--- config.mk ---
export PLATFORM = sky130hd
export DESIGN_NAME = message_scheduler
export DESIGN_NICKNAME = d
export VERILOG_FILES = /design/src/rtl/message_scheduler.sv
export SDC_FILE = /design/constraint.sdc
export NUM_CORES = 2
export LEC_CHECK = 0
export BUFFER_PORTS_ARGS = -buffer_cell sky130_fd_sc_hd__buf_2
export CAP_MARGIN = 20
export CORE_MARGIN = 2
export CORE_UTILIZATION = 44
export CTS_CLUSTER_DIAMETER = 60
export DETAILED_ROUTE_END_ITERATION = 16
export PLACE_DENSITY = 0.6
export SLEW_MARGIN = 20
export SYNTH_ARGS = -nofsm -noshare
export SYNTH_HDL_FRONTEND = slang
export SYNTH_SLANG_ARGS = --single-unit
--- constraint.sdc ---
create_clock -name clk -period 10.3 [get_ports clk]
set_input_delay 1.03 -clock clk [delete_from_list [all_inputs] [get_ports clk]]
set_output_delay 1.03 -clock clk [all_outputs]
set_load 0.02 [all_outputs]
--- src/rtl/message_scheduler.sv ---
// SHA-256 message schedule generator: loads a 16-word block, then streams
// W[0..63] through a valid/ready output register using a 16-word circular buffer.

// sigma1(x) = ROTR17(x) ^ ROTR19(x) ^ SHR10(x)
module sigma1_func (
  input  logic [31:0] i_x,
  output logic [31:0] o_y
);
  assign o_y = {i_x[16:0], i_x[31:17]} ^ {i_x[18:0], i_x[31:19]} ^ (i_x >> 10);
endmodule

// state | meaning
// IDLE  | waiting for start; no handshakes accepted or offered
// LOAD  | accepting message words M[0..15] into the buffer
// GEN   | one settle cycle, then producing W[0..63] into the output register
// DONE  | one-cycle done pulse, then back to IDLE
module message_scheduler (
  input  logic        clk,
  input  logic        rst,
  input  logic        start,
  input  logic        in_valid,
  input  logic [31:0] in_data,
  output logic        in_ready,
  output logic        w_valid,
  output logic [31:0] w_data,
  output logic [5:0]  w_idx,
  input  logic        w_ready,
  output logic        busy,
  output logic        done
);

  typedef enum logic [1:0] {S_IDLE, S_LOAD, S_GEN, S_DONE} state_t;

  state_t      r_state;
  state_t      w_state_nxt;

  logic [31:0] r_buf [16];
  logic [4:0]  r_i;
  logic [6:0]  r_t;
  logic        r_prime;
  logic        r_w_valid;
  logic [31:0] r_w_data;
  logic [5:0]  r_w_idx;

  logic        w_in_hs;
  logic        w_out_hs;
  logic        w_load;
  logic [3:0]  w_t4;
  logic [3:0]  w_idx_m2;
  logic [3:0]  w_idx_m7;
  logic [3:0]  w_idx_m15;
  logic [31:0] w_s0;
  logic [31:0] w_s1;
  logic [31:0] w_sum;
  logic [31:0] w_sched;

  function automatic logic [31:0] sigma0(input logic [31:0] x);
    return {x[6:0], x[31:7]} ^ {x[17:0], x[31:18]} ^ (x >> 3);
  endfunction

  assign w_valid = r_w_valid;
  assign w_data  = r_w_data;
  assign w_idx   = r_w_idx;

  assign w_in_hs  = (r_state == S_LOAD) && in_valid;
  assign w_out_hs = r_w_valid && w_ready;
  // r_prime holds off the first load by one cycle after entering GEN
  assign w_load   = (r_state == S_GEN) && r_prime && (!r_w_valid || w_ready) && !r_t[6];

  assign w_t4      = r_t[3:0];
  assign w_idx_m2  = w_t4 - 4'd2;
  assign w_idx_m7  = w_t4 - 4'd7;
  assign w_idx_m15 = w_t4 - 4'd15;

  sigma1_func u_sigma1 (
    .i_x (r_buf[w_idx_m2]),
    .o_y (w_s1)
  );

  assign w_s0    = sigma0(r_buf[w_idx_m15]);
  // (t-16)&15 equals t&15, so the oldest term sits in the slot about to be overwritten
  assign w_sum   = w_s1 + r_buf[w_idx_m7] + w_s0 + r_buf[w_t4];
  assign w_sched = (r_t[6:4] == 3'd0) ? r_buf[w_t4] : w_sum;

  // State register
  always_ff @(posedge clk) begin
    if (rst) r_state <= S_IDLE;
    else     r_state <= w_state_nxt;
  end

  // Next-state and state-decoded outputs
  always_comb begin
    w_state_nxt = r_state;
    in_ready    = 1'b0;
    busy        = 1'b1;
    done        = 1'b0;
    case (r_state)
      S_IDLE: begin
        busy = 1'b0;
        if (start) w_state_nxt = S_LOAD;
      end
      S_LOAD: begin
        in_ready = 1'b1;
        if (in_valid && (r_i == 5'd15)) w_state_nxt = S_GEN;
      end
      S_GEN: begin
        if (w_out_hs && (r_w_idx == 6'd63) && r_t[6]) w_state_nxt = S_DONE;
      end
      S_DONE: begin
        done        = 1'b1;
        w_state_nxt = S_IDLE;
      end
      default: w_state_nxt = S_IDLE;
    endcase
  end

  // Counters, message buffer and output register
  always_ff @(posedge clk) begin
    if (rst) begin
      for (int k = 0; k < 16; k++) r_buf[k] <= 32'd0;
      r_i       <= 5'd0;
      r_t       <= 7'd0;
      r_prime   <= 1'b0;
      r_w_valid <= 1'b0;
      r_w_data  <= 32'd0;
      r_w_idx   <= 6'd0;
    end else begin
      r_prime <= (r_state == S_GEN);
      if ((r_state == S_IDLE) && start) begin
        r_i <= 5'd0;
        r_t <= 7'd0;
      end
      if (w_in_hs) begin
        r_buf[r_i[3:0]] <= in_data;
        r_i             <= r_i + 5'd1;
      end
      if (w_load) begin
        r_w_data  <= w_sched;
        r_w_idx   <= r_t[5:0];
        r_w_valid <= 1'b1;
        r_t       <= r_t + 7'd1;
        if (r_t[6:4] != 3'd0) r_buf[w_t4] <= w_sched;
      end else if (w_out_hs) begin
        r_w_valid <= 1'b0;
      end
    end
  end

endmodule

=== After elaboration in Yosys (flattened, before gate mapping) ===
Memory sizes are Yosys's and may differ from the RTL's. A register that Yosys moved wholly into a read port is not among the register bits.
Cells that the tools add are included.

* Memory bits (read-only): 0
* Output and inout bits: 42
* Memories: 1
* Memory bits (writable): 512
* Flip-flop bits (word level): 54
* Bits in latches: 0
* Logic and storage cells: 80
* Bits of input ports: 37

* Reduce and logical (&&, ||, !) cells: 21
* Bitwise logic cells: 4
* Div/mod/pow operators: 0
* Multiplexer cells: 31
* Add/subtract/negate cells: 8
* Order comparisons: 0
* $mul: 0
* Shift operators: 0
* Equality and inequality tests: 8

{| class="wikitable"
|+ Memory list
! memory !! words !! bits a word !! rd ports !! clocked after memory_dff !! write ports !! line !! text
|-
| r_buf || 16 || 32 || 4 || 1 || 16 || 37 || <nowiki>logic [31:0] r_buf [16];</nowiki>
|}

{| class="wikitable"
|+ Operators with widths
! kind !! number
|-
| adder 32 bit || 3
|-
| two-way mux 32 bit || 3
|-
| OR reduction 32 bit || 2
|-
| bitwise XOR 32 bit || 2
|-
| bitwise XOR 32 x 22 -> 32 bit || 1
|-
| bitwise XOR 32 x 29 -> 32 bit || 1
|-
| two-way mux 1 bit || 16
|-
| two-way mux 4 bit || 4
|-
| two-way mux 7 bit || 2
|-
| two-way mux 5 bit || 2
|-
| logical AND 1 bit || 9
|-
| one-hot mux 2 bit (4 select lines) || 1
|-
| adder 7 x 1 -> 7 bit (second input constant) || 1
|-
| equality test 6 bit (second input constant) || 1
|-
| two-way mux 2 bit || 3
|-
| nonzero test 2 bit || 3
|-
| adder 5 x 1 -> 5 bit (second input constant) || 1
|-
| equality test 5 x 4 -> 1 bit (second input constant) || 1
|-
| equality test 2 bit (second input constant) || 2
|-
| inequality test 2 x 1 -> 1 bit (second input constant) || 2
|-
| subtractor 4 x 2 -> 4 bit (second input constant) || 1
|-
| subtractor 4 x 3 -> 4 bit (second input constant) || 1
|-
| subtractor 4 bit (second input constant) || 1
|-
| zero test 3 bit || 1
|-
| 7 further kinds || 8
|}

=== Logic depth before layout (Yosys ltp) ===
* Depth after elaboration: 9
* Mapped depth: 27
* Mapped depth without buffers: 22

=== By module ===
Synthesis repeated with hierarchy kept, for this count alone.

* Cells, all modules: 2,701
* Area, all modules: 37,443.4 µm²

{| class="wikitable"
|+ Modules (own cells, without submodules)
! module !! times used !! cells each !! sequential area each (µm²) !! area an instance (µm²)
|-
| message_scheduler || 1 || 2,669 || 16,535.9 || 36,832.8
|-
| sigma1_func || 1 || 32 || 0.0 || 610.6
|}

=== Least setup slack after synthesis ===
Ideal clock, no wire load.

* Path kind: reg-to-reg
* Start point: register r_t[1]
* End point: memory r_buf[10][28], data pin
* Cell stages (with the launch flop): 26
* Period minus slack after synthesis: 7,338 ps
* Slack: 2,962 ps
* Library setup time: 266 ps
* Path buffers: 8
* Arrival time: 7,072 ps
* Data required time: 10,034 ps
* Cells stage by stage: dfxtp_1 -> buf_2 -> buf_2 -> buf_2 -> buf_1 -> buf_2 -> inv_1 -> ha_1 -> xor2_2 -> clkbuf_1 -> buf_2 -> mux4_2 -> xnor2_1 -> fa_1 -> inv_1 -> ha_1 -> a21o_1 -> a21oi_1 -> o21ai_0 -> a221o_1 -> a31o_2 -> a2111o_1 -> a21o_1 -> a31oi_2 -> buf_2 -> nor2_1

{| class="wikitable"
|+ RTL lines
! what !! line !! text
|-
| start: declaration || 39 || <nowiki>logic [6:0] r_t;</nowiki>
|-
| start signal: assignment || 141 || <nowiki>r_t <= r_t + 7'd1;</nowiki>
|-
| end: declaration || 37 ||
|}

==> flow_metrics.py <==
metrics = {
    "global_routing": {
        "antenna_found_initial": 0,
        "grt_pass1_vias": 26220,
        "grt_pass1_wl_um": 193000,
        "overflow": 0,
        "track_usage": 0.318,
        "grt_max_degree": 98,
    },
    "setup_path": {
        "worst-endpoint-arrival_ps": 8340,
        "crit_path_max_fanout": 45,
        "setup.worst_path.class": "flop to flop",
        "startpoint_type": "flop",
        "worst_setup_path_end_kind": "flop",
        "worstPathRequired_ps": 10630,
    },
    "floorplan": {
        "start_util": 0.445,
        "die_area_sq_um": 86800,
        "coreArea_sq_um": 83600,
        "num_rows": 106,
        "fp.dieW_um": 295,
        "ioPinCount": 79,
        "die_h_um": 295,
    },
    "drt": {
        "via_count": 26676,
        "wire_per_inst_um": 36.5,
        "routed_wl_um": 137000,
        "drt_iter0_drc": 3766,
        "vias_per_cell": 7.12,
        "firstDrtPassIters": 5,
        "antenna_left": 0,
        "drc_errors": 0,
    },
    "cells_and_area": {
        "nFillCells": 7016,
        "syn2layout_area_growth_pct": 10.2,
        "final-seq-area_sq_um": 16600,
        "final_nets": 2757,
        "multi_input_area_sq_um": 19600,
        "drive_gt1_frac": 0.305,
    },
    "place": {
        "post-dp-hpwl_um": 82900,
        "gp_congestion": 0.984,
        "io_buffers": 78,
    },
    "logic_synthesis": {
        "synth_flop_cell": "edfxtp_1",
        "syn_inst": 2641,
        "yosys.area.top_type": "edfxtp_1",
        "synth_area_per_cell_sq_um": 14.1,
        "syn_area_sq_um": 37100,
        "syn_nets": 2781,
        "synth_warnings": 0,
        "ys_types": 71,
        "synth-edff-count": 512,
        "synth_seq_cells": 570,
        "synthTopCellsByArea": "edfxtp_1 (41%), mux4_2 (30%), nor2_1 (5.8%)",
        "yosysMostFrequentCell": "nor2_1",
        "yosysSeqAreaShare": 0.445,
        "synth_top_area_frac": 0.414,
        "yosys-top-cells-count": "nor2_1 (573), edfxtp_1 (512), mux4_2 (500)",
        "async_reset_ff_frac": 0,
    },
    "clocking": {
        "cts.repair.resized": 0,
        "cts_made_buffers": 66,
        "cts_sinks": 570,
        "htreeDepth": 3,
        "clockBufferDepth": 3,
        "cts_hold_buf": 0,
        "cts_tree": "built",
        "cts_setup_buffers": 0,
        "clk_latency_ps": 630,
        "cts.clk_slew.worst_paths_ps": 60,
        "cts_root_buf": "clkbuf_16",
    },
    "timing": {
        "timing.final.crit_share": 0.778,
        "tns_ps": 0,
        "tightestPinTransition_ps": 1080,
        "rsz0062_at_grt": "false",
        "hold_viol_final": 0,
        "relSlewSlack": 0.275,
        "skew_ps": 33.1,
        "max_freq_ghz": 0.125,
        "fin_crit_ps": 8010,
        "setup-violations-final": 0,
        "drv_slew": 0,
    },
    "power": {
        "total_power_mw": 6.94,
        "peakVddDrop_mv": 0.109,
        "leakagePower_nw": 13.8,
        "powerDensity_nw_per_um2": 169,
    },
    "run": {
        "drv_cap": 0,
    },
    "outcome": {
        "status": "finished clean",
    },
    "worst_hold_path": {
        "hold_class": "flop to flop",
    },
}
## final timing paths
| kind | start | to | slack [ps] | cells past startpoint |
|---|---|---|---|---|
| setup / recovery | r_t[1] | r_buf[10][19] | 2290 | 22 |
| hold / removal | w_idx[3] | w_idx[3] | 470 | 2 |
| setup reg to reg | r_t[1] | r_buf[10][19] | 2290 | 22 |
| hold reg to reg | w_idx[3] | w_idx[3] | 470 | 2 |
## logic make-up (layout without fill, tap and decap cells)
logic type                 after synthesis  count (layout)  share of synthesized area
DFF                                    570             570                      0.445
and+or+nand+nor                        769             769                     0.0835
muxes                                  531             531                      0.317
xor gates and xnor gates               147             147                     0.0355
buffers and inverters                  322             349                     0.0353
AOI/OAI and AO/OA                      199             199                     0.0362
adders and majority gates              103             103                     0.0472
other                                    0               1                          0
## worst max-delay path, cell delays in order (launching register included)
cell	delay (ps)
dfxtp_4	810
ha_4	760
buf_12	310
mux4_2	350
mux4_2	600
xnor2_1	260
xnor2_1	180
fa_1	460
inv_1	90
fa_1	430
inv_1	70
ha_1	170
inv_1	70
fa_1	440
nand2b_1	180
a21oi_1	230
or2_1	230
a2111oi_1	130
o31ai_1	560
a21o_1	260
xor2_1	130
o41ai_4	870
nor2_1	100
## sequential cells by signal, summed over array words and instances (netlist names), named ones only
name / count
r_buf: 512
r_i: 5
r_prime: 1
r_state: 2
r_t: 7
w_data: 32
w_idx: 6
w_valid: 1
## cell type report
type | count | area share
multi-input cells | 1749 | 0.479
flip-flops and latches | 570 | 0.404
clock buffers | 82 | 0.0423
well taps | 1080 | 0.0330
repair buffers | 140 | 0.0241
clock inverters | 37 | 0.00868
inverters | 90 | 0.00825
diodes | 1 | 0.0000611
## placed cells by master (no fill, tap or decap), drive strengths merged, types with 4 or more instances in the layout
master  count
nor2      583
edfxtp    512
mux4      511
buf       140
xnor2     108
nand2     106
inv        95
clkbuf     82
fa         62
a21oi      62
dfxtp      58
ha         41
xor2       39
o21ai      32
clkinv     24
a21o       22
nand3      21
a211oi     21
mux2i      19
a311oi     11
a31oi       9
nor3        9
nand4       8
o21a        8
nand2b      7
nor4        6
bufinv      5
o31ai       4
and3        4
and2        4
o211ai      4
or3         4
nor2b       4
## metrics by stage
step / setup slack, ps / hold slack [ps] / std cells / util / instance area (sq um)
6_report: 2290 / 467 / 3749 / 0.490 / 40900
5_1_grt: 1920 / 505 / 3748 / 0.490 / 40900
4_1_cts: 2370 / 467 / 3747 / 0.490 / 40900
3_5_place_dp: 2390 / 460 / 3628 / 0.465 / 38800
3_3_place_gp: 2420 / 457 / 3628 / 0.464 / 38800
2_1_floorplan: 2960 / 454 / 2641 / - / 37100
## report_power, final
| group | total, mW | switching, mW | internal [mW] | leakage [nW] |
|---|---|---|---|---|
| clock network | 2.33 | 1.00 | 1.33 | 1.01 |
| logic | 1.92 | 1.20 | 0.717 | 7.01 |
| registers | 2.68 | 0.0730 | 2.61 | 5.76 |
| total | 6.94 | 2.28 | 4.66 | 13.8 |
## metal layers
layer / share of wire / wire length, um / track usage / up-vias
met2: 0.47 / 63800 / 0.502 / 2329
li1: - / - / - / 10153
met1: 0.34 / 46700 / 0.399 / 13755
met5: 0 / 0 / 0 / -
met3: 0.13 / 18100 / 0.0885 / 439
met4: 0.060 / 8250 / 0.174 / 0
Power figures use the tool's default switching activity.
